<file path="config.mk">
export PLATFORM = sky130hd
export DESIGN_NAME = btc_wb_host_flat
export DESIGN_NICKNAME = d
export VERILOG_FILES = /design/src/rtl/btc_wb_host_if.sv /design/src/rtl/btc_wb_host.sv /design/src/flat_wrapper.sv
export SDC_FILE = /design/constraint.sdc
export NUM_CORES = 1
export LEC_CHECK = 0
export BUFFER_PORTS_ARGS = -buffer_cell sky130_fd_sc_hd__buf_2
export CORE_AREA = 2 2 380 382
export CTS_CLUSTER_DIAMETER = 80
export DETAILED_ROUTE_END_ITERATION = 12
export DIE_AREA = 0 0 382 384
export GPL_ROUTABILITY_DRIVEN = 0
export GPL_TIMING_DRIVEN = 0
export PLACE_DENSITY_LB_ADDON = 0.25
export SKIP_CTS_REPAIR_TIMING = 1
export SLEW_MARGIN = 20
export SYNTH_ARGS = -nofsm -noshare
export SYNTH_HDL_FRONTEND = slang
export SYNTH_SLANG_ARGS = --single-unit
</file>
<file path="constraint.sdc">
create_clock -name wb_clk_i -period 9 [get_ports wb_clk_i]
set_input_delay 0.45 -clock wb_clk_i [delete_from_list [all_inputs] [get_ports wb_clk_i]]
set_output_delay 0.45 -clock wb_clk_i [all_outputs]
set_load 0.01 [all_outputs]
</file>
<file path="src/rtl/btc_wb_host_if.sv">
// Wishbone bus between the job host (master) and the miner's slave port.
// Master drives the request side; the slave returns read data and acknowledge.
`timescale 1ns/1ps
interface btc_wb_host_if #(
  parameter int BITS = 32
);
  logic            cyc;
  logic            stb;
  logic            we;
  logic [3:0]      sel;
  logic [BITS-1:0] adr;
  logic [BITS-1:0] dat_w;
  logic [BITS-1:0] dat_r;
  logic            ack;

  modport master (
    output cyc, stb, we, sel, adr, dat_w,
    input  dat_r, ack
  );

  modport slave (
    input  cyc, stb, we, sel, adr, dat_w,
    output dat_r, ack
  );
endinterface

</file>
<file path="src/rtl/btc_wb_host.sv">
// Wishbone initiator that writes one mining job (header, target, start word) into
// the miner, waits for its result flag and reads the hash back.
`timescale 1ns/1ps
module btc_wb_host #(
  parameter int              BITS        = 32,
  parameter logic [BITS-1:0] BASE_ADDR   = 32'h3000_0000,
  parameter int              N_HDR       = 18,
  parameter int              N_HASH      = 8,
  parameter int              TIMEOUT_CYC = 255
) (
  input  logic                     wb_clk_i,
  input  logic                     wb_rst_i,
  input  logic                     start_i,
  input  logic [N_HDR*BITS-1:0]    header_i,
  input  logic [BITS-1:0]          target_i,
  input  logic                     result_rdy_i,
  output logic                     busy_o,
  output logic                     done_o,
  output logic                     err_o,
  output logic [N_HASH*BITS-1:0]   hash_o,
  btc_wb_host_if.master            wbm
);

  localparam int KW = $clog2(N_HDR + 2);
  localparam int TW = $clog2(TIMEOUT_CYC + 1);
  localparam logic [KW-1:0] K_LAST_WR = KW'(N_HDR + 1);
  localparam logic [KW-1:0] K_LAST_RD = KW'(N_HASH - 1);
  localparam logic [KW-1:0] K_TARGET  = KW'(N_HDR);
  localparam logic [TW-1:0] TO_LIMIT  = TW'(TIMEOUT_CYC - 1);

  typedef enum logic [2:0] {
    IDLE     = 3'd0,
    WR_REQ   = 3'd1,
    WR_GAP   = 3'd2,
    WAIT_RES = 3'd3,
    RD_REQ   = 3'd4,
    RD_GAP   = 3'd5,
    DONE     = 3'd6
  } state_e;

  state_e                   state_q, state_d;
  logic [KW-1:0]            k_q, k_d;
  logic [TW-1:0]            to_q, to_d;
  logic                     cyc_q, cyc_d;
  logic                     we_q, we_d;
  logic [3:0]               sel_q, sel_d;
  logic [BITS-1:0]          adr_q, adr_d;
  logic [BITS-1:0]          dat_q, dat_d;
  logic                     busy_q, busy_d;
  logic                     done_q, done_d;
  logic                     err_q, err_d;
  logic [N_HASH*BITS-1:0]   hash_q, hash_d;
  logic                     to_hit_s;

  function automatic logic [BITS-1:0] word_addr(input logic [KW-1:0] k);
    return BASE_ADDR + BITS'({k, 2'b00});
  endfunction

  // Word k of the job: header words, then the encoded target, then the start command.
  function automatic logic [BITS-1:0] job_word(input logic [KW-1:0]         k,
                                               input logic [N_HDR*BITS-1:0] hdr,
                                               input logic [BITS-1:0]       tgt);
    logic [BITS-1:0] w;
    if (k < K_TARGET) begin
      w = hdr[BITS*k +: BITS];
    end else if (k == K_TARGET) begin
      w = tgt;
    end else begin
      w = {{(BITS-1){1'b0}}, 1'b1};
    end
    return w;
  endfunction

  assign to_hit_s = (to_q == TO_LIMIT);

  // Next-state and next-output logic for the job sequencer.
  always_comb begin
    state_d = state_q;
    k_d     = k_q;
    to_d    = to_q;
    cyc_d   = cyc_q;
    we_d    = we_q;
    adr_d   = adr_q;
    dat_d   = dat_q;
    busy_d  = busy_q;
    done_d  = 1'b0;
    err_d   = err_q;
    hash_d  = hash_q;
    case (state_q)
      IDLE: begin
        if (start_i) begin
          err_d   = 1'b0;
          busy_d  = 1'b1;
          k_d     = '0;
          to_d    = '0;
          cyc_d   = 1'b1;
          we_d    = 1'b1;
          adr_d   = word_addr('0);
          dat_d   = job_word('0, header_i, target_i);
          state_d = WR_REQ;
        end else begin
          state_d = IDLE;
        end
      end
      WR_REQ: begin
        if (wbm.ack) begin
          cyc_d   = 1'b0;
          to_d    = '0;
          state_d = WR_GAP;
        end else if (to_hit_s) begin
          cyc_d   = 1'b0;
          we_d    = 1'b0;
          err_d   = 1'b1;
          busy_d  = 1'b0;
          k_d     = '0;
          to_d    = '0;
          state_d = IDLE;
        end else begin
          to_d = to_q + 1'b1;
        end
      end
      WR_GAP: begin
        if (k_q < K_LAST_WR) begin
          k_d     = k_q + 1'b1;
          cyc_d   = 1'b1;
          we_d    = 1'b1;
          adr_d   = word_addr(k_q + 1'b1);
          dat_d   = job_word(k_q + 1'b1, header_i, target_i);
          state_d = WR_REQ;
        end else begin
          k_d     = '0;
          we_d    = 1'b0;
          state_d = WAIT_RES;
        end
      end
      WAIT_RES: begin
        if (result_rdy_i) begin
          cyc_d   = 1'b1;
          we_d    = 1'b0;
          adr_d   = word_addr(k_q);
          dat_d   = '0;
          state_d = RD_REQ;
        end else begin
          state_d = WAIT_RES;
        end
      end
      RD_REQ: begin
        if (wbm.ack) begin
          hash_d[BITS*k_q +: BITS] = wbm.dat_r;
          cyc_d   = 1'b0;
          to_d    = '0;
          state_d = RD_GAP;
        end else if (to_hit_s) begin
          cyc_d   = 1'b0;
          we_d    = 1'b0;
          err_d   = 1'b1;
          busy_d  = 1'b0;
          k_d     = '0;
          to_d    = '0;
          state_d = IDLE;
        end else begin
          to_d = to_q + 1'b1;
        end
      end
      RD_GAP: begin
        if (k_q < K_LAST_RD) begin
          k_d     = k_q + 1'b1;
          cyc_d   = 1'b1;
          adr_d   = word_addr(k_q + 1'b1);
          state_d = RD_REQ;
        end else begin
          k_d     = '0;
          done_d  = 1'b1;
          busy_d  = 1'b0;
          state_d = DONE;
        end
      end
      DONE: begin
        state_d = IDLE;
      end
      default: begin
        state_d = IDLE;
      end
    endcase
    sel_d = cyc_d ? 4'hF : 4'h0;
  end

  // State and registered bus/status outputs; reset drops the bus immediately.
  always_ff @(posedge wb_clk_i or posedge wb_rst_i) begin
    if (wb_rst_i) begin
      state_q <= IDLE;
      k_q     <= '0;
      to_q    <= '0;
      cyc_q   <= 1'b0;
      we_q    <= 1'b0;
      sel_q   <= 4'h0;
      adr_q   <= '0;
      dat_q   <= '0;
      busy_q  <= 1'b0;
      done_q  <= 1'b0;
      err_q   <= 1'b0;
      hash_q  <= '0;
    end else begin
      state_q <= state_d;
      k_q     <= k_d;
      to_q    <= to_d;
      cyc_q   <= cyc_d;
      we_q    <= we_d;
      sel_q   <= sel_d;
      adr_q   <= adr_d;
      dat_q   <= dat_d;
      busy_q  <= busy_d;
      done_q  <= done_d;
      err_q   <= err_d;
      hash_q  <= hash_d;
    end
  end

  assign wbm.cyc   = cyc_q;
  assign wbm.stb   = cyc_q;
  assign wbm.we    = we_q;
  assign wbm.sel   = sel_q;
  assign wbm.adr   = adr_q;
  assign wbm.dat_w = dat_q;
  assign busy_o    = busy_q;
  assign done_o    = done_q;
  assign err_o     = err_q;
  assign hash_o    = hash_q;

endmodule

</file>
<file path="src/flat_wrapper.sv">
// flat-port wrapper written by rule: the top's interface ports become plain ports
module btc_wb_host_flat 
#(
  parameter int              BITS        = 32,
  parameter logic [BITS-1:0] BASE_ADDR   = 32'h3000_0000,
  parameter int              N_HDR       = 18,
  parameter int              N_HASH      = 8,
  parameter int              TIMEOUT_CYC = 255
)
  (wb_clk_i, wb_rst_i, start_i, header_i, target_i, result_rdy_i, busy_o, done_o, err_o, hash_o, wbm_cyc, wbm_stb, wbm_we, wbm_sel, wbm_adr, wbm_dat_w, wbm_dat_r, wbm_ack);
  btc_wb_host_if #(.BITS(BITS)) wbm_i ();
  input  logic wb_clk_i;
  input  logic wb_rst_i;
  input  logic start_i;
  input  logic [N_HDR*BITS-1:0] header_i;
  input  logic [BITS-1:0] target_i;
  input  logic result_rdy_i;
  output logic busy_o;
  output logic done_o;
  output logic err_o;
  output logic [N_HASH*BITS-1:0] hash_o;
  output wire logic [$bits(wbm_i.cyc)-1:0] wbm_cyc;
  output wire logic [$bits(wbm_i.stb)-1:0] wbm_stb;
  output wire logic [$bits(wbm_i.we)-1:0] wbm_we;
  output wire logic [$bits(wbm_i.sel)-1:0] wbm_sel;
  output wire logic [$bits(wbm_i.adr)-1:0] wbm_adr;
  output wire logic [$bits(wbm_i.dat_w)-1:0] wbm_dat_w;
  input wire logic [$bits(wbm_i.dat_r)-1:0] wbm_dat_r;
  input wire logic [$bits(wbm_i.ack)-1:0] wbm_ack;
  assign wbm_cyc = wbm_i.cyc;
  assign wbm_stb = wbm_i.stb;
  assign wbm_we = wbm_i.we;
  assign wbm_sel = wbm_i.sel;
  assign wbm_adr = wbm_i.adr;
  assign wbm_dat_w = wbm_i.dat_w;
  assign wbm_i.dat_r = wbm_dat_r;
  assign wbm_i.ack = wbm_ack;
  btc_wb_host #(.BITS(BITS), .BASE_ADDR(BASE_ADDR), .N_HDR(N_HDR), .N_HASH(N_HASH), .TIMEOUT_CYC(TIMEOUT_CYC)) u_core (.wb_clk_i(wb_clk_i), .wb_rst_i(wb_rst_i), .start_i(start_i), .header_i(header_i), .target_i(target_i), .result_rdy_i(result_rdy_i), .busy_o(busy_o), .done_o(done_o), .err_o(err_o), .hash_o(hash_o), .wbm(wbm_i));
endmodule
</file>
# Word-level counts from Yosys, hierarchy flattened
# Index checks and enable logic that the tools add are counted.
[totals]
latch_bits = 0
rom_bits = 0
mem_bits_rw = 0
n_memories = 0
reg_bits = 345
inputBits = 645
out_inout_bits = 330
[classes]
n_bitwise = 0
addsub = 5
n_eq_ne = 14
mul = 0
reduce_logical = 16
muxes = 52
order_cmp = 3
n_div = 0
n_shift = 3
[op_table]
columns = ["op", "count"]
rows = [
  ["indexed part select 576 x 11 -> 32 bit", 1],
  ["two-way mux 32 bit", 9],
  ["bitwise mux 256 bit", 1],
  ["variable shift 32 x 34 -> 256 bit, first input constant", 1],
  ["indexed part select 32 x 34 -> 256 bit", 1],
  ["case mux 32 bit (4 select lines)", 1],
  ["case mux 32 bit (3 select lines)", 1],
  ["adder 30 x 7 -> 31 bit, first input constant", 2],
  ["negator 10 -> 34 bit", 1],
  ["two-way mux 5 bit", 5],
  ["two-way mux 8 bit", 3],
  ["case mux 5 bit (4 select lines)", 1],
  ["two-way mux 1 bit", 18],
  ["case mux 3 bit (6 select lines)", 1],
  ["case mux 8 bit (2 select lines)", 1],
  ["AND reduction 5 bit", 3],
  ["two-way mux 3 bit", 4],
  ["AND reduction 4 bit", 3],
  ["nonzero test 4 bit", 3],
  ["less-than comparator 5 bit, second input constant", 2],
  ["adder 8 x 1 -> 8 bit, second input constant", 1],
  ["equality test 8 bit, second input constant", 1],
  ["inequality test 2 bit, second input constant", 4],
  ["equality test 3 x 2 -> 1 bit, second input constant", 2],
  ["17 further kinds", 23],
]

# Logic depth before layout (Yosys ltp)
# Gate-level depths: netlist of the first run.
[depth]
word_depth = 6
depth_mapped = 11
depth_no_buf = 9

# Least setup slack after synthesis of the first run
# No wires, ideal clock.
[synth_path]
path_kind = "register to register"
startpoint = "register u_core.k_q[0]"
endpoint = "register u_core.hash_q[0], in the netlist u_core.hash_o[0]"
arrival_time_ns = 2.623
path_stages_with_launch = 12
required_time_ns = 8.875
path_buffers = 3
period_less_slack_ns = 2.748
setup_time_ns = 0.125
slack_ns = 6.252
cell_sequence = "dfrtp_1 -> buf_2 -> inv_1 -> ha_1 -> nand2_1 -> ha_1 -> clkbuf_1 -> nor4_1 -> a32oi_1 -> nor3_4 -> buf_6 -> mux2_2"
[synth_via]
elab_chain_cells = 3
elab_cells_between_ends = 4
cone_classes = "1 x add/sub; 2 x shift; 1 x mux"
[synth_rtl]
columns = ["element", "line", "rtl"]
rows = [
  ["from (decl)", "btc_wb_host.sv:42", "logic [KW-1:0] k_q, k_d;"],
  ["from (signal assigned)", "btc_wb_host.sv:205", "k_q <= k_d;"],
  ["negator 10 -> 34 bit *", "btc_wb_host.sv:149", "hash_d[BITS*k_q +: BITS] = wbm.dat_r;"],
  ["indexed part select 32 x 34 -> 256 bit / variable shift 32 x 34 -> 256 bit (equally long branches)", "btc_wb_host.sv:149", ""],
  ["bitwise mux 256 bit *", "btc_wb_host.sv:149", ""],
  ["to (signal assigned)", "btc_wb_host.sv:215", "hash_q <= hash_d;"],
  ["to (decl)", "btc_wb_host.sv:52", "logic [N_HASH*BITS-1:0] hash_q, hash_d;"],
]
# Every way passes the cells marked *; elsewhere a longest branch is shown, timed or not.
# A chain may end at the register's enable or synchronous reset.

# Final worst setup path of the first run
[layout_path]
startpoint = "register u_core.k_q[1]"
endpoint = "register u_core.hash_q[180], in the netlist u_core.hash_o[180]"
# Same word-level chain as after synthesis.

==> results of run 1 <==
## critical path, delay by kind of cell, from the launching register on
| kind | cells | cell delay, ps |
|---|---|---|
| DFF | 1 | 390 |
| adders and majority gates | 1 | 450 |
| AOI/OAI and AO/OA | 1 | 90 |
| buffers and inverters | 6 | 2270 |
| and+or+nand+nor | 2 | 1020 |
## sequential cells by signal (all words and copies together) (netlist names)
signal,cells
u_core.hash_o,256
u_core.wbm.dat_w,32
u_core.to_q,8
u_core.wbm.adr,6
u_core.k_q,5
u_core.state_q,3
u_core.busy_o,1
u_core.done_o,1
u_core.err_o,1
u_core.wbm.sel,1
u_core.wbm.we,1
## worst max path at each step
stage                              start                              to  slack (ps)  cells past startpoint
2_1_floorplan                   wb_rst_i       u_core.busy_o$_DFFE_PP0P_        4350                      1
3_3_place_gp                    wb_rst_i  u_core.hash_o[215]$_DFFE_PP0P_        1210                      2
3_5_place_dp   u_core.k_q[1]$_DFFE_PP0P_  u_core.hash_o[170]$_DFFE_PP0P_        4330                     10
4_1_cts        u_core.k_q[1]$_DFFE_PP0P_  u_core.hash_o[170]$_DFFE_PP0P_        4320                     10
5_1_grt        u_core.k_q[1]$_DFFE_PP0P_  u_core.hash_o[173]$_DFFE_PP0P_        4180                     10
6_report       u_core.k_q[1]$_DFFE_PP0P_  u_core.hash_o[180]$_DFFE_PP0P_        4570                     10
## area by class of cell
class	instances	area [um^2]
sequential	315	7880
tap	1903	2380
inverter	22	86.3
clock inverter	24	348
timing repair buffer	964	5030
clock buffer	57	1270
buffer	185	976
antenna	33	82.6
multi-input combinational	1321	9450
fill	16155	115000
## power breakdown
group          internal, mW  leakage (nW)  total (mW)  switching, mW
Clock                  1.18         0.795        1.97          0.786
Combinational          1.50          7.94        4.13           2.63
Sequential             1.71          4.28        1.89          0.182
Total                  4.39          13.0        7.99           3.60
## cells by family after synthesis
| family | after synthesis | share of synthesized area |
|---|---|---|
| adders and majority gates | 6 | 0.00411 |
| buffers and inverters | 207 | 0.0577 |
| other | 1 | 0.000205 |
| xor gates and xnor gates | 14 | 0.00835 |
| muxes | 219 | 0.210 |
| DFF | 315 | 0.431 |
| and+or+nand+nor | 653 | 0.157 |
| AOI/OAI and AO/OA | 404 | 0.132 |
## stage by stage
step	worst slack (ps)	hold WS, ps	cell area [um^2]	util	power [mW]
final	4570	92.7	27500	0.193	7.99
after global routing	4180	70.2	27500	0.192	8.49
after CTS	4320	-145	27400	0.192	8.18
after detailed placement	4330	462	25800	0.181	6.17
after global placement	1210	457	25500	0.179	6.13
after floorplan	4350	472	18400	-	4.18
## synthesized netlist by cell type (3+ instances only)
library cell               count  area (um^2)
sky130_fd_sc_hd__o31ai_1      56          420
sky130_fd_sc_hd__nor2b_1       5         31.3
sky130_fd_sc_hd__dfrtp_1     315         7880
sky130_fd_sc_hd__mux2_1        8         90.1
sky130_fd_sc_hd__xor2_1        5         43.8
sky130_fd_sc_hd__o21ai_0     160          801
sky130_fd_sc_hd__o21ai_1      85          425
sky130_fd_sc_hd__nand2b_1     11         68.8
sky130_fd_sc_hd__xnor2_2       3         48.8
sky130_fd_sc_hd__inv_1        21         78.8
sky130_fd_sc_hd__nand2_1     462         1730
sky130_fd_sc_hd__ha_1          6         75.1
sky130_fd_sc_hd__and3_1        3         18.8
sky130_fd_sc_hd__o221ai_1     20          175
sky130_fd_sc_hd__buf_1         7         26.3
sky130_fd_sc_hd__a21oi_1      31          155
sky130_fd_sc_hd__buf_2        51          255
sky130_fd_sc_hd__buf_4        49          368
sky130_fd_sc_hd__nor3_1        7         35.0
sky130_fd_sc_hd__mux2i_1      54          541
sky130_fd_sc_hd__nand3_1      84          420
sky130_fd_sc_hd__clkbuf_1     74          278
sky130_fd_sc_hd__nor2_1       16         60.1
sky130_fd_sc_hd__mux4_2      128         2880
sky130_fd_sc_hd__or2_2         3         18.8
sky130_fd_sc_hd__a31oi_1       3         18.8
sky130_fd_sc_hd__mux2_2       29          327
sky130_fd_sc_hd__xnor2_1       5         43.8
sky130_fd_sc_hd__buf_6         4         45.0
sky130_fd_sc_hd__and2_1       47          294
sky130_fd_sc_hd__a31o_2        3         26.3
sky130_fd_sc_hd__a211oi_1     24          180
sky130_fd_sc_hd__o22ai_1       3         18.8
## layer usage
layer	up-vias	share of wire
met5	-	0.00093
met4	22	0.040
met3	223	0.073
met2	959	0.51
met1	9659	0.37
li1	8612	-
==> flow_summary.html, run 1 <==
<table>
<tr><th>Metric</th><th>Value</th></tr>
<tr><th colspan="2">Cells and area</th></tr>
<tr><td>Fraction of final layout cells with drive strength greater than 1</td><td>0.459</td></tr>
<tr><td>Non-Filler Instances</td><td>4824</td></tr>
<tr><td>Synthesis-to-finish area growth</td><td>50.5%</td></tr>
<tr><td>Most common cell after layout, fill and taps aside</td><td>sky130_fd_sc_hd__buf_2</td></tr>
<tr><td>Leading cell types in the layout, fill and taps excluded</td><td>sky130_fd_sc_hd__buf_2, sky130_fd_sc_hd__nand2_1, sky130_fd_sc_hd__dfrtp_1</td></tr>
<tr><td>Final net count</td><td>3505</td></tr>
<tr><th colspan="2">Floorplan</th></tr>
<tr><td># IOs</td><td>975</td></tr>
<tr><td>Die footprint</td><td>0.147 mm^2</td></tr>
<tr><td>Starting density of the core</td><td>0.128</td></tr>
<tr><td>Chip height</td><td>between 300 and 400 um</td></tr>
<tr><td>Die Span X</td><td>roughly 380 um</td></tr>
<tr><td>Core area</td><td>0.143 mm^2</td></tr>
<tr><td># rows</td><td>139</td></tr>
<tr><th colspan="2">CTS</th></tr>
<tr><td>Clock sinks</td><td>315</td></tr>
<tr><td>Maximum level of the CTS H-tree</td><td>2</td></tr>
<tr><td>Longest Clk Path Bufs</td><td>3</td></tr>
<tr><td>CTS Buf Count</td><td>45</td></tr>
<tr><td>Cell chosen for the clock root</td><td>sky130_fd_sc_hd__clkbuf_16</td></tr>
<tr><td>Clock transition at path regs</td><td>60 ps</td></tr>
<tr><td>Insertion delay to the later sink of the worst-skew pair</td><td>620 ps</td></tr>
<tr><td>TritonCTS clock tree</td><td>built</td></tr>
<tr><th colspan="2">Setup path</th></tr>
<tr><td>Longest individual stage delay on the worst path</td><td>870 ps</td></tr>
<tr><td>Arrival time worst endpoint</td><td>4900 ps</td></tr>
<tr><td>Launching element type of the critical path</td><td>flip-flop</td></tr>
<tr><td>Data required time of the critical path</td><td>9470 ps</td></tr>
<tr><td>Path type of the worst setup path</td><td>reg -&gt; reg</td></tr>
<tr><td>Crit path top cell by count</td><td>sky130_fd_sc_hd__buf_2</td></tr>
<tr><td>Highest-delay cell along the critical path</td><td>sky130_fd_sc_hd__nand3_1</td></tr>
<tr><td>Cells traversed along the worst timing path</td><td>buf_2, inv_1, ha_1, buf_4, buf_2, buf_2, nand3_1, clkbuf_1, nand2_1, o21ai_0</td></tr>
<tr><td>Path depth of the worst reg2reg path</td><td>10</td></tr>
<tr><td>Startpoint of the lowest-slack register-to-register path</td><td>u_core.k_q[1]$_DFFE_PP0P_</td></tr>
<tr><td>Reg-to-reg slack, setup</td><td>4570 ps</td></tr>
<tr><td>Endpoint of the worst register-to-register path</td><td>u_core.hash_o[180]$_DFFE_PP0P_</td></tr>
<tr><td>Critical Path End Type</td><td>flip-flop</td></tr>
<tr><td>Maximum fanout count along the critical path</td><td>10</td></tr>
<tr><th colspan="2">Synth</th></tr>
<tr><td>Async set or reset register ratio after synthesis</td><td>1.00</td></tr>
<tr><td>Syn Std Cell Area</td><td>0.0183 mm^2</td></tr>
<tr><td>Synth Area per Inst</td><td>10.1 um^2</td></tr>
<tr><td>Synth warn</td><td>0</td></tr>
<tr><td>Predominant post-synthesis flop cell</td><td>sky130_fd_sc_hd__dfrtp_1</td></tr>
<tr><td>Sequential area share after synthesis</td><td>0.431</td></tr>
<tr><td>Cells after synthesis</td><td>1819</td></tr>
<tr><td>EDFF count, synth</td><td>0</td></tr>
<tr><td>Flop and latch count out of synthesis</td><td>315</td></tr>
<tr><td>Yosys cell types</td><td>62</td></tr>
<tr><th colspan="2">Drt</th></tr>
<tr><td>Count of unresolved DRC violations after routing</td><td>0</td></tr>
<tr><td>Initial DRC Count</td><td>1135</td></tr>
<tr><td>Number of detailed-route iterations in the first pass</td><td>5</td></tr>
<tr><td>Count of antenna-violating nets left after detailed routing</td><td>0</td></tr>
<tr><td>Vias per cell</td><td>4.04</td></tr>
<tr><td>Wirelength, routed</td><td>138000 um</td></tr>
<tr><td>Average wire length per cell after detail routing</td><td>28.6 um</td></tr>
<tr><td>Vias post-DR</td><td>19475</td></tr>
<tr><th colspan="2">Worst hold path</th></tr>
<tr><td>Startpoint of the most critical hold path</td><td>header_i[0]</td></tr>
<tr><td>Endpoint, Worst Hold</td><td>u_core.wbm.dat_w[0]$_DFFE_PP0P_</td></tr>
<tr><td>Number of stages on the worst hold path</td><td>3</td></tr>
<tr><td>Path type of the worst min-delay path</td><td>in -&gt; reg</td></tr>
<tr><th colspan="2">Timing</th></tr>
<tr><td>Final Hold Violating Endpoints</td><td>0</td></tr>
<tr><td>Count of final max-slew check failures</td><td>0</td></tr>
<tr><td>Pin slew with the least headroom to its limit</td><td>1110 ps</td></tr>
<tr><td>Sum of negative setup slack</td><td>0 ps</td></tr>
<tr><td>Highest clock frequency the design can meet</td><td>226 MHz</td></tr>
<tr><td>Clock Skews</td><td>15.9 ps</td></tr>
<tr><td>Fin crit period</td><td>4430 ps</td></tr>
<tr><td>Final worst path period share</td><td>0.493</td></tr>
<tr><td>Slew headroom</td><td>0.263</td></tr>
<tr><td>Setup repair after global routing missed its margin</td><td>no</td></tr>
<tr><td>Total setup violations reported at the end of the flow</td><td>0</td></tr>
<tr><th colspan="2">GRT</th></tr>
<tr><td>Initial antenna violation count</td><td>just under 100</td></tr>
<tr><td>Global routing met2 resource utilization</td><td>0.333</td></tr>
<tr><td>First-pass GRT wire length</td><td>about 180000 um</td></tr>
<tr><td>Largest net degree at the start of global routing</td><td>31</td></tr>
<tr><td>Global routing met1 resource utilization</td><td>0.206</td></tr>
<tr><td>Layer carrying the most global-route usage</td><td>met2</td></tr>
<tr><td>GRT met3 Usage</td><td>0.0422</td></tr>
<tr><td>Total global-route track usage</td><td>0.182</td></tr>
<tr><td>Number of global-route vias before repair</td><td>approximately 20000</td></tr>
<tr><td>Total gr overflow</td><td>0</td></tr>
<tr><th colspan="2">Pwr</th></tr>
<tr><td>Power Dens Cells</td><td>290 mW/mm^2</td></tr>
<tr><td>Cell leakage power</td><td>13.0 nW</td></tr>
<tr><td>IR drop worst, VDD</td><td>0.163 mV</td></tr>
<tr><th colspan="2">Placement</th></tr>
<tr><td>Placed Cells incl. Taps</td><td>4709</td></tr>
<tr><td>Total half-perimeter wirelength after legalization and detailed placement</td><td>118000 um</td></tr>
<tr><td>I/O Buffers</td><td>949</td></tr>
<tr><th colspan="2">Run status</th></tr>
<tr><td>Status</td><td>completed</td></tr>
<tr><th colspan="2">Run</th></tr>
<tr><td>Max_cap viols</td><td>0</td></tr>
</table>
(Power assumes the default switching activity.)
==> run 2: changes to the inputs <==
--- a/config.mk
+++ b/config.mk
@@ -6,10 +6,10 @@
 export NUM_CORES = 1
 export LEC_CHECK = 0
 export BUFFER_PORTS_ARGS = -buffer_cell sky130_fd_sc_hd__buf_2
-export CORE_AREA = 2 2 380 382
+export CORE_AREA = 2 2 374 376
 export CTS_CLUSTER_DIAMETER = 80
 export DETAILED_ROUTE_END_ITERATION = 12
-export DIE_AREA = 0 0 382 384
+export DIE_AREA = 0 0 376 378
 export GPL_ROUTABILITY_DRIVEN = 0
 export GPL_TIMING_DRIVEN = 0
 export PLACE_DENSITY_LB_ADDON = 0.25
==> constraint.sdc (replaced) <==
create_clock -name wb_clk_i -period 4.6 [get_ports wb_clk_i]
set_input_delay 0.23 -clock wb_clk_i [delete_from_list [all_inputs] [get_ports wb_clk_i]]
set_output_delay 0.23 -clock wb_clk_i [all_outputs]
set_load 0.01 [all_outputs]
==> run 2 against run 1 <==
  * The run now ends with negative hold slack left
  * Final area grew 1.8%
  * Sequential cell count is the same
  * Wire length grew 3.2%
  * Sequential power grew 95%
  * Via count grew 2.4%
  * Largest cell class unchanged
  * Largest power group unchanged
==> flow_summary.html, run 2 (synthesis gave the netlist of run 1 again) <==
<table>
<tr><th>Metric</th><th>Value</th></tr>
<tr><th colspan="2">GRT</th></tr>
<tr><td>Total gr overflow</td><td>0 (unchanged)</td></tr>
<tr><td>GRT met3 Usage</td><td>0.0402 (was 0.0422)</td></tr>
<tr><td>Global routing met1 resource utilization</td><td>0.218 (was 0.206)</td></tr>
<tr><td>First-pass GRT wire length</td><td>184000 um (was 181000 um)</td></tr>
<tr><td>Initial antenna violation count</td><td>117 (was 99)</td></tr>
<tr><td>Layer carrying the most global-route usage</td><td>met2 (unchanged)</td></tr>
<tr><td>Largest net degree at the start of global routing</td><td>32 (was 31)</td></tr>
<tr><td>Global routing met2 resource utilization</td><td>0.347 (was 0.333)</td></tr>
<tr><td>Number of global-route vias before repair</td><td>19841 (was 19999)</td></tr>
<tr><td>Total global-route track usage</td><td>0.193 (was 0.182)</td></tr>
<tr><th colspan="2">Drt</th></tr>
<tr><td>Count of antenna-violating nets left after detailed routing</td><td>0 (unchanged)</td></tr>
<tr><td>Vias per cell</td><td>4.14 (was 4.04)</td></tr>
<tr><td>Wirelength, routed</td><td>143000 um (was 138000 um)</td></tr>
<tr><td>Average wire length per cell after detail routing</td><td>29.6 um (was 28.6 um)</td></tr>
<tr><td>Vias post-DR</td><td>19948 (was 19475)</td></tr>
<tr><td>Count of unresolved DRC violations after routing</td><td>0 (unchanged)</td></tr>
<tr><td>Initial DRC Count</td><td>1318 (was 1135)</td></tr>
<tr><td>Number of detailed-route iterations in the first pass</td><td>5 (unchanged)</td></tr>
<tr><th colspan="2">Cells and area</th></tr>
<tr><td>Synthesis-to-finish area growth</td><td>53.2% (was 50.5%)</td></tr>
<tr><td>Leading cell types in the layout, fill and taps excluded</td><td>sky130_fd_sc_hd__buf_2, sky130_fd_sc_hd__nand2_1, sky130_fd_sc_hd__dfrtp_1 (unchanged)</td></tr>
<tr><td>Most common cell after layout, fill and taps aside</td><td>sky130_fd_sc_hd__buf_2 (unchanged)</td></tr>
<tr><td>Final net count</td><td>3564 (was 3505)</td></tr>
<tr><td>Max reg flops</td><td>256 (unchanged)</td></tr>
<tr><td>Fraction of final layout cells with drive strength greater than 1</td><td>0.448 (was 0.459)</td></tr>
<tr><th colspan="2">Setup path</th></tr>
<tr><td>Arrival time worst endpoint</td><td>4750 ps (was 4900 ps)</td></tr>
<tr><td>Cells traversed along the worst timing path</td><td>buf_2, inv_1, ha_1, buf_4, buf_4, buf_2, clkbuf_1, a31oi_1, o21ai_1, o221ai_1 (was buf_2, inv_1, ha_1, buf_4, buf_2, buf_2, nand3_1, clkbuf_1, nand2_1, o21ai_0)</td></tr>
<tr><td>Path depth of the worst reg2reg path</td><td>10 (unchanged)</td></tr>
<tr><td>Critical Path End Type</td><td>flip-flop (unchanged)</td></tr>
<tr><td>Path type of the worst setup path</td><td>reg -&gt; reg (unchanged)</td></tr>
<tr><td>Highest-delay cell along the critical path</td><td>sky130_fd_sc_hd__clkbuf_1 (was sky130_fd_sc_hd__nand3_1)</td></tr>
<tr><td>Data required time of the critical path</td><td>5050 ps (was 9470 ps)</td></tr>
<tr><td>Launching element type of the critical path</td><td>flip-flop (unchanged)</td></tr>
<tr><td>Longest individual stage delay on the worst path</td><td>710 ps (was 870 ps)</td></tr>
<tr><td>Maximum fanout count along the critical path</td><td>11 (was 10)</td></tr>
<tr><th colspan="2">Floorplan</th></tr>
<tr><td># rows</td><td>137 (was 139)</td></tr>
<tr><td>Core area</td><td>0.139 mm^2 (was 0.143 mm^2)</td></tr>
<tr><td>Die footprint</td><td>0.142 mm^2 (was 0.147 mm^2)</td></tr>
<tr><td># IOs</td><td>975 (unchanged)</td></tr>
<tr><td>Starting density of the core</td><td>0.132 (was 0.128)</td></tr>
<tr><td>Chip height</td><td>378 um (was 384 um)</td></tr>
<tr><td>Die Span X</td><td>376 um (was 382 um)</td></tr>
<tr><th colspan="2">Timing</th></tr>
<tr><td>Highest clock frequency the design can meet</td><td>233 MHz (was 226 MHz)</td></tr>
<tr><td>Fin crit period</td><td>4300 ps (was 4430 ps)</td></tr>
<tr><td>Sum of negative setup slack</td><td>0 ps (unchanged)</td></tr>
<tr><td>Final Hold Violating Endpoints</td><td>2 (was 0)</td></tr>
<tr><td>Setup repair after global routing missed its margin</td><td>no (unchanged)</td></tr>
<tr><td>Hold_ws</td><td>-23.6 ps (was 92.7 ps)</td></tr>
<tr><td>Slew headroom</td><td>0.240 (was 0.263)</td></tr>
<tr><td>Count of final max-slew check failures</td><td>0 (unchanged)</td></tr>
<tr><td>Pin slew with the least headroom to its limit</td><td>1130 ps (was 1110 ps)</td></tr>
<tr><td>Clock Skews</td><td>37.9 ps (was 15.9 ps)</td></tr>
<tr><td>Final worst path period share</td><td>0.934 (was 0.493)</td></tr>
<tr><td>Total setup violations reported at the end of the flow</td><td>0 (unchanged)</td></tr>
<tr><th colspan="2">Pwr</th></tr>
<tr><td>IR drop worst, VDD</td><td>0.243 mV (was 0.163 mV)</td></tr>
<tr><td>Power Dens Cells</td><td>561 mW/mm^2 (was 290 mW/mm^2)</td></tr>
<tr><td>Cell leakage power</td><td>13.2 nW (was 13.0 nW)</td></tr>
<tr><th colspan="2">CTS</th></tr>
<tr><td>Clock transition at path regs</td><td>60 ps (about the same)</td></tr>
<tr><td>Insertion delay to the later sink of the worst-skew pair</td><td>630 ps (was 620 ps)</td></tr>
<tr><td>TritonCTS clock tree</td><td>built (unchanged)</td></tr>
<tr><td>Maximum level of the CTS H-tree</td><td>2 (unchanged)</td></tr>
<tr><td>CTS Buf Count</td><td>46 (was 45)</td></tr>
<tr><td>Clock sinks</td><td>315 (unchanged)</td></tr>
<tr><td>Longest Clk Path Bufs</td><td>3 (unchanged)</td></tr>
<tr><td>Cell chosen for the clock root</td><td>sky130_fd_sc_hd__clkbuf_16 (unchanged)</td></tr>
<tr><th colspan="2">Run</th></tr>
<tr><td>Max_cap viols</td><td>0 (unchanged)</td></tr>
<tr><th colspan="2">Worst hold path</th></tr>
<tr><td>Number of stages on the worst hold path</td><td>4 (was 3)</td></tr>
<tr><td>Path type of the worst min-delay path</td><td>in -&gt; reg (unchanged)</td></tr>
<tr><th colspan="2">Run status</th></tr>
<tr><td>Violated checks</td><td>negative hold slack</td></tr>
<tr><td>Status</td><td>complete, but fails checks (was completed)</td></tr>
<tr><th colspan="2">Placement</th></tr>
<tr><td>Total half-perimeter wirelength after legalization and detailed placement</td><td>120000 um (was 118000 um)</td></tr>
<tr><td>I/O Buffers</td><td>949 (unchanged)</td></tr>
</table>
## run 2: cell count changes in the layout (fill, tap and decap cells not counted), sizes merged
cell,change
dlygate4sd3,+60
diode,+26
clkinv,-3
clkbuf,+7
bufinv,-1
buf,-2
clkinvlp,-1
## run 2: power by group
part | switching (mW) | total (mW) | internal, mW | leakage, nW
registers | 0.342 | 3.69 | 3.35 | 4.28
logic | 5.28 | 8.24 | 2.96 | 8.19
clock network | 1.53 | 3.77 | 2.25 | 0.770
## run 2: worst paths after layout
kind                       slack (ps)                      startpoint                                to
max                               300       u_core.k_q[1]$_DFFE_PP0P_   u_core.wbm.dat_w[0]$_DFFE_PP0P_
min                               -20                    header_i[24]  u_core.wbm.dat_w[24]$_DFFE_PP0P_
max reg2reg                       300       u_core.k_q[1]$_DFFE_PP0P_   u_core.wbm.dat_w[0]$_DFFE_PP0P_
min reg2reg                       470  u_core.hash_o[101]$_DFFE_PP0P_    u_core.hash_o[101]$_DFFE_PP0P_
max in group asynchronous        3120                        wb_rst_i     u_core.hash_o[65]$_DFFE_PP0P_
min in group asynchronous         220                        wb_rst_i    u_core.hash_o[166]$_DFFE_PP0P_
## run 2: per-stage QoR
stage	power [mW]	util	cells	setup slack, ps	area (um^2)
after CTS	16.0	0.197	4694	36.2	27300
final	15.7	0.202	4814	303	28000
after floorplan	8.19	-	1843	173	18400
after detailed placement	12.1	0.185	4611	51.1	25700
after global placement	12.0	0.183	4599	-2880	25400
after global routing	16.6	0.202	4792	212	28000
## run 2: cell type report
type,instances,area [um^2]
clock inverters,19,310
plain buffers,185,981
fillers,15644,110000
flip-flops and latches,315,7880
diodes,59,148
inverters,22,86.3
clock buffers,64,1280
multi-input cells,1321,9450
repair buffers,1022,5620
well taps,1807,2260
## run 2: per-layer routing
metal | part of all wire | wire length, um
met5 | 0.00095 | 136
met2 | 0.52 | 73500
met1 | 0.38 | 53700
met3 | 0.066 | 9450
met4 | 0.040 | 5730
## run 2: critical path: cells and delay by family, from the launching register on
family,cells,cell delay [ps]
buf+inv,6,2260
compound gates,3,920
fa+ha+maj,1,470
flops,1,410
==> run 3: changes to the inputs <==
--- a/config.mk
+++ b/config.mk
@@ -6,10 +6,10 @@
 export NUM_CORES = 1
 export LEC_CHECK = 0
 export BUFFER_PORTS_ARGS = -buffer_cell sky130_fd_sc_hd__buf_2
-export CORE_AREA = 2 2 374 376
+export CORE_AREA = 2 2 381 383
 export CTS_CLUSTER_DIAMETER = 80
 export DETAILED_ROUTE_END_ITERATION = 12
-export DIE_AREA = 0 0 376 378
+export DIE_AREA = 0 0 383 385
 export GPL_ROUTABILITY_DRIVEN = 0
 export GPL_TIMING_DRIVEN = 0
 export PLACE_DENSITY_LB_ADDON = 0.25
==> constraint.sdc (replaced) <==
create_clock -name wb_clk_i -period 5.2 [get_ports wb_clk_i]
set_input_delay 0.26 -clock wb_clk_i [delete_from_list [all_inputs] [get_ports wb_clk_i]]
set_output_delay 0.26 -clock wb_clk_i [all_outputs]
set_load 0.01 [all_outputs]
==> run 3 against run 2 <==
  * Largest power group unchanged
  * Die area increased by 3.7%
  * The run still ends with negative hold slack left
  * Sequential cell count unchanged
  * Highest routed layer unchanged
  * Via count decreased by 2.3%
  * Cell count increased by 1.5%
  * Critical path type unchanged
==> flow_summary.html, run 3 (synthesis gave the netlist of run 1 again) <==
<table>
<tr><th>Metric</th><th>Value</th></tr>
<tr><th colspan="2">Run status</th></tr>
<tr><td>Status</td><td>complete, but fails checks (unchanged)</td></tr>
<tr><td>Violated checks</td><td>negative hold slack (unchanged)</td></tr>
<tr><th colspan="2">Cells and area</th></tr>
<tr><td>Non-Filler Instances</td><td>4884 (was 4814)</td></tr>
<tr><td>Most common cell after layout, fill and taps aside</td><td>sky130_fd_sc_hd__buf_2 (unchanged)</td></tr>
<tr><td>Max reg flops</td><td>256 (unchanged)</td></tr>
<tr><td>Core utilization of the finished layout</td><td>0.195 (was 0.202)</td></tr>
<tr><td>Fraction of final layout cells with drive strength greater than 1</td><td>0.454 (was 0.448)</td></tr>
<tr><td>Synthesis-to-finish area growth</td><td>52.9% (was 53.2%)</td></tr>
<tr><td>Leading cell types in the layout, fill and taps excluded</td><td>sky130_fd_sc_hd__buf_2, sky130_fd_sc_hd__nand2_1, sky130_fd_sc_hd__dfrtp_1 (unchanged)</td></tr>
<tr><td>Final net count</td><td>3539 (was 3564)</td></tr>
<tr><th colspan="2">GRT</th></tr>
<tr><td>Global routing met1 resource utilization</td><td>0.202 (was 0.218)</td></tr>
<tr><td>Number of global-route vias before repair</td><td>19749 (was 19841)</td></tr>
<tr><td>Largest net degree at the start of global routing</td><td>30 (was 32)</td></tr>
<tr><td>Total global-route track usage</td><td>0.182 (was 0.193)</td></tr>
<tr><td>GRT met3 Usage</td><td>0.0476 (was 0.0402)</td></tr>
<tr><td>Initial antenna violation count</td><td>92 (was 117)</td></tr>
<tr><td>First-pass GRT wire length</td><td>181000 um (was 184000 um)</td></tr>
<tr><td>Layer carrying the most global-route usage</td><td>met2 (unchanged)</td></tr>
<tr><td>Total gr overflow</td><td>0 (unchanged)</td></tr>
<tr><td>Global routing met2 resource utilization</td><td>0.318 (was 0.347)</td></tr>
<tr><th colspan="2">CTS</th></tr>
<tr><td>Maximum level of the CTS H-tree</td><td>2 (unchanged)</td></tr>
<tr><td>TritonCTS clock tree</td><td>built (unchanged)</td></tr>
<tr><td>Clock sinks</td><td>315 (unchanged)</td></tr>
<tr><td>Cell chosen for the clock root</td><td>sky130_fd_sc_hd__clkbuf_16 (unchanged)</td></tr>
<tr><td>CTS Buf Count</td><td>44 (was 46)</td></tr>
<tr><td>Clock transition at path regs</td><td>60 ps (about the same)</td></tr>
<tr><td>Longest Clk Path Bufs</td><td>3 (unchanged)</td></tr>
<tr><td>Insertion delay to the later sink of the worst-skew pair</td><td>610 ps (was 630 ps)</td></tr>
<tr><th colspan="2">Floorplan</th></tr>
<tr><td>Chip height</td><td>385 um (was 378 um)</td></tr>
<tr><td>Die footprint</td><td>0.147 mm^2 (was 0.142 mm^2)</td></tr>
<tr><td>Die Span X</td><td>383 um (was 376 um)</td></tr>
<tr><td># rows</td><td>139 (was 137)</td></tr>
<tr><td>Core area</td><td>0.143 mm^2 (was 0.139 mm^2)</td></tr>
<tr><td>Starting density of the core</td><td>0.128 (was 0.132)</td></tr>
<tr><td># IOs</td><td>975 (unchanged)</td></tr>
<tr><th colspan="2">Setup path</th></tr>
<tr><td>Longest individual stage delay on the worst path</td><td>790 ps (was 710 ps)</td></tr>
<tr><td>Critical Path End Type</td><td>flip-flop (unchanged)</td></tr>
<tr><td>Crit path top cell by count</td><td>sky130_fd_sc_hd__buf_2</td></tr>
<tr><td>Maximum fanout count along the critical path</td><td>10 (was 11)</td></tr>
<tr><td>Cells traversed along the worst timing path</td><td>buf_2, inv_1, ha_1, buf_4, buf_2, buf_2, nand3_1, clkbuf_1, nand2_1, o21ai_0 (was buf_2, inv_1, ha_1, buf_4, buf_4, buf_2, clkbuf_1, a31oi_1, o21ai_1, o221ai_1)</td></tr>
<tr><td>Path type of the worst setup path</td><td>reg -&gt; reg (unchanged)</td></tr>
<tr><td>Arrival time worst endpoint</td><td>4920 ps (was 4750 ps)</td></tr>
<tr><td>Data required time of the critical path</td><td>5630 ps (was 5050 ps)</td></tr>
<tr><td>Launching element type of the critical path</td><td>flip-flop (unchanged)</td></tr>
<tr><td>Highest-delay cell along the critical path</td><td>sky130_fd_sc_hd__nand3_1 (was sky130_fd_sc_hd__clkbuf_1)</td></tr>
<tr><th colspan="2">Timing</th></tr>
<tr><td>Clock Skews</td><td>27.7 ps (was 37.9 ps)</td></tr>
<tr><td>Setup repair after global routing missed its margin</td><td>no (unchanged)</td></tr>
<tr><td>Hold_ws</td><td>-8.80 ps (was -23.6 ps)</td></tr>
<tr><td>Count of final max-slew check failures</td><td>0 (unchanged)</td></tr>
<tr><td>Final worst path period share</td><td>0.863 (was 0.934)</td></tr>
<tr><td>Slew headroom</td><td>0.228 (was 0.240)</td></tr>
<tr><td>Pin slew with the least headroom to its limit</td><td>1160 ps (was 1130 ps)</td></tr>
<tr><td>Highest clock frequency the design can meet</td><td>223 MHz (was 233 MHz)</td></tr>
<tr><td>Final Hold Violating Endpoints</td><td>1 (was 2)</td></tr>
<tr><td>Fin crit period</td><td>4490 ps (was 4300 ps)</td></tr>
<tr><td>Total setup violations reported at the end of the flow</td><td>0 (unchanged)</td></tr>
<tr><th colspan="2">Drt</th></tr>
<tr><td>Vias post-DR</td><td>19486 (was 19948)</td></tr>
<tr><td>Count of antenna-violating nets left after detailed routing</td><td>0 (unchanged)</td></tr>
<tr><td>Vias per cell</td><td>3.99 (was 4.14)</td></tr>
<tr><td>Initial DRC Count</td><td>1146 (was 1318)</td></tr>
<tr><td>Average wire length per cell after detail routing</td><td>28.5 um (was 29.6 um)</td></tr>
<tr><td>Number of detailed-route iterations in the first pass</td><td>5 (unchanged)</td></tr>
<tr><td>Count of unresolved DRC violations after routing</td><td>0 (unchanged)</td></tr>
<tr><td>Wirelength, routed</td><td>139000 um (was 143000 um)</td></tr>
<tr><th colspan="2">Pwr</th></tr>
<tr><td>Design internal power</td><td>7.60 mW (was 8.56 mW)</td></tr>
<tr><td>Clock network power share</td><td>0.239 (was 0.240)</td></tr>
<tr><td>Power Dens Cells</td><td>495 mW/mm^2 (was 561 mW/mm^2)</td></tr>
<tr><td>IR drop worst, VDD</td><td>0.236 mV (was 0.243 mV)</td></tr>
<tr><td>Net switching power</td><td>6.22 mW (was 7.15 mW)</td></tr>
<tr><td>Proportion of total power due to net switching</td><td>0.450 (was 0.455)</td></tr>
<tr><td>Combinational fraction of design power</td><td>0.525 (about the same)</td></tr>
<tr><td>Tot Pwr</td><td>13.8 mW (was 15.7 mW)</td></tr>
<tr><td>Sequential Power Share</td><td>0.237 (was 0.235)</td></tr>
<tr><td>Cell leakage power</td><td>13.2 nW (about the same)</td></tr>
<tr><th colspan="2">Placement</th></tr>
<tr><td>Placed Cells incl. Taps</td><td>4711 (was 4611)</td></tr>
<tr><td>I/O Buffers</td><td>949 (unchanged)</td></tr>
<tr><td>Total half-perimeter wirelength after legalization and detailed placement</td><td>119000 um (was 120000 um)</td></tr>
<tr><th colspan="2">Run</th></tr>
<tr><td>Max_cap viols</td><td>0 (unchanged)</td></tr>
<tr><th colspan="2">Worst hold path</th></tr>
<tr><td>Path type of the worst min-delay path</td><td>in -&gt; reg (unchanged)</td></tr>
</table>
==> run 3: critical path, delay by kind of cell, from the launching register on <==
| family | cells | cell delay, ps |
|---|---|---|
| AND/OR/NAND/NOR | 2 | 980 |
| flip-flops | 1 | 370 |
| AO/OA/AOI/OAI | 1 | 100 |
| buffers and inverters | 6 | 2360 |
| adder cells (fa/ha/maj) | 1 | 410 |
==> run 3: stage by stage <==
stage	area, um^2	TNS, ps	setup WS, ps	hold slack (ps)
final	27900	0	715	-8.80
after global routing	27900	0	389	0.149
after global placement	25500	-722470	-2440	458
after CTS	27500	0	532	-502
after detailed placement	25900	0	584	172
after floorplan	18400	0	743	393
==> run 3: final cells by class <==
| class | instances | area (um^2) |
|---|---|---|
| Fill cell | 16151 | 115000 |
| Multi-Input combinational cell | 1321 | 9460 |
| Sequential cell | 315 | 7880 |
| Timing Repair Buffer | 999 | 5440 |
| Tap cell | 1903 | 2380 |
| Clock buffer | 61 | 1270 |
| Buffer | 185 | 982 |
| Clock inverter | 19 | 300 |
| Antenna cell | 59 | 148 |
| Inverter | 22 | 86.3 |
==> run 3: path summary, 6_finish.rpt <==
check	depth (start not counted)	to	slack (ps)	startpoint
max in group asynchronous	10	u_core.hash_o[92]$_DFFE_PP0P_	3320	wb_rst_i
worst max-delay path	10	u_core.hash_o[181]$_DFFE_PP0P_	710	u_core.k_q[1]$_DFFE_PP0P_
worst min-delay path	4	u_core.wbm.dat_w[24]$_DFFE_PP0P_	-9	header_i[24]
worst min register to register	2	u_core.hash_o[167]$_DFFE_PP0P_	470	u_core.hash_o[167]$_DFFE_PP0P_
min in group asynchronous	3	u_core.wbm.dat_w[20]$_DFFE_PP0P_	110	wb_rst_i
worst max register to register	10	u_core.hash_o[181]$_DFFE_PP0P_	710	u_core.k_q[1]$_DFFE_PP0P_
==> run 3: power groups by stage <==
stage | sequential, mW | combinational [mW] | clock, mW
5_1_grt | 3.34 | 7.86 | 3.51
4_1_cts | 3.28 | 7.46 | 3.40
6_report | 3.27 | 7.25 | 3.30
2_1_floorplan | 3.49 | 3.75 | 0
3_3_place_gp | 3.31 | 7.39 | 0
3_5_place_dp | 3.32 | 7.45 | 0
==> run 3: layer usage <==
metal,up-vias,share of wire
met5,-,0.0014
met4,30,0.049
met3,206,0.069
met2,901,0.51
met1,9636,0.37
li1,8713,-
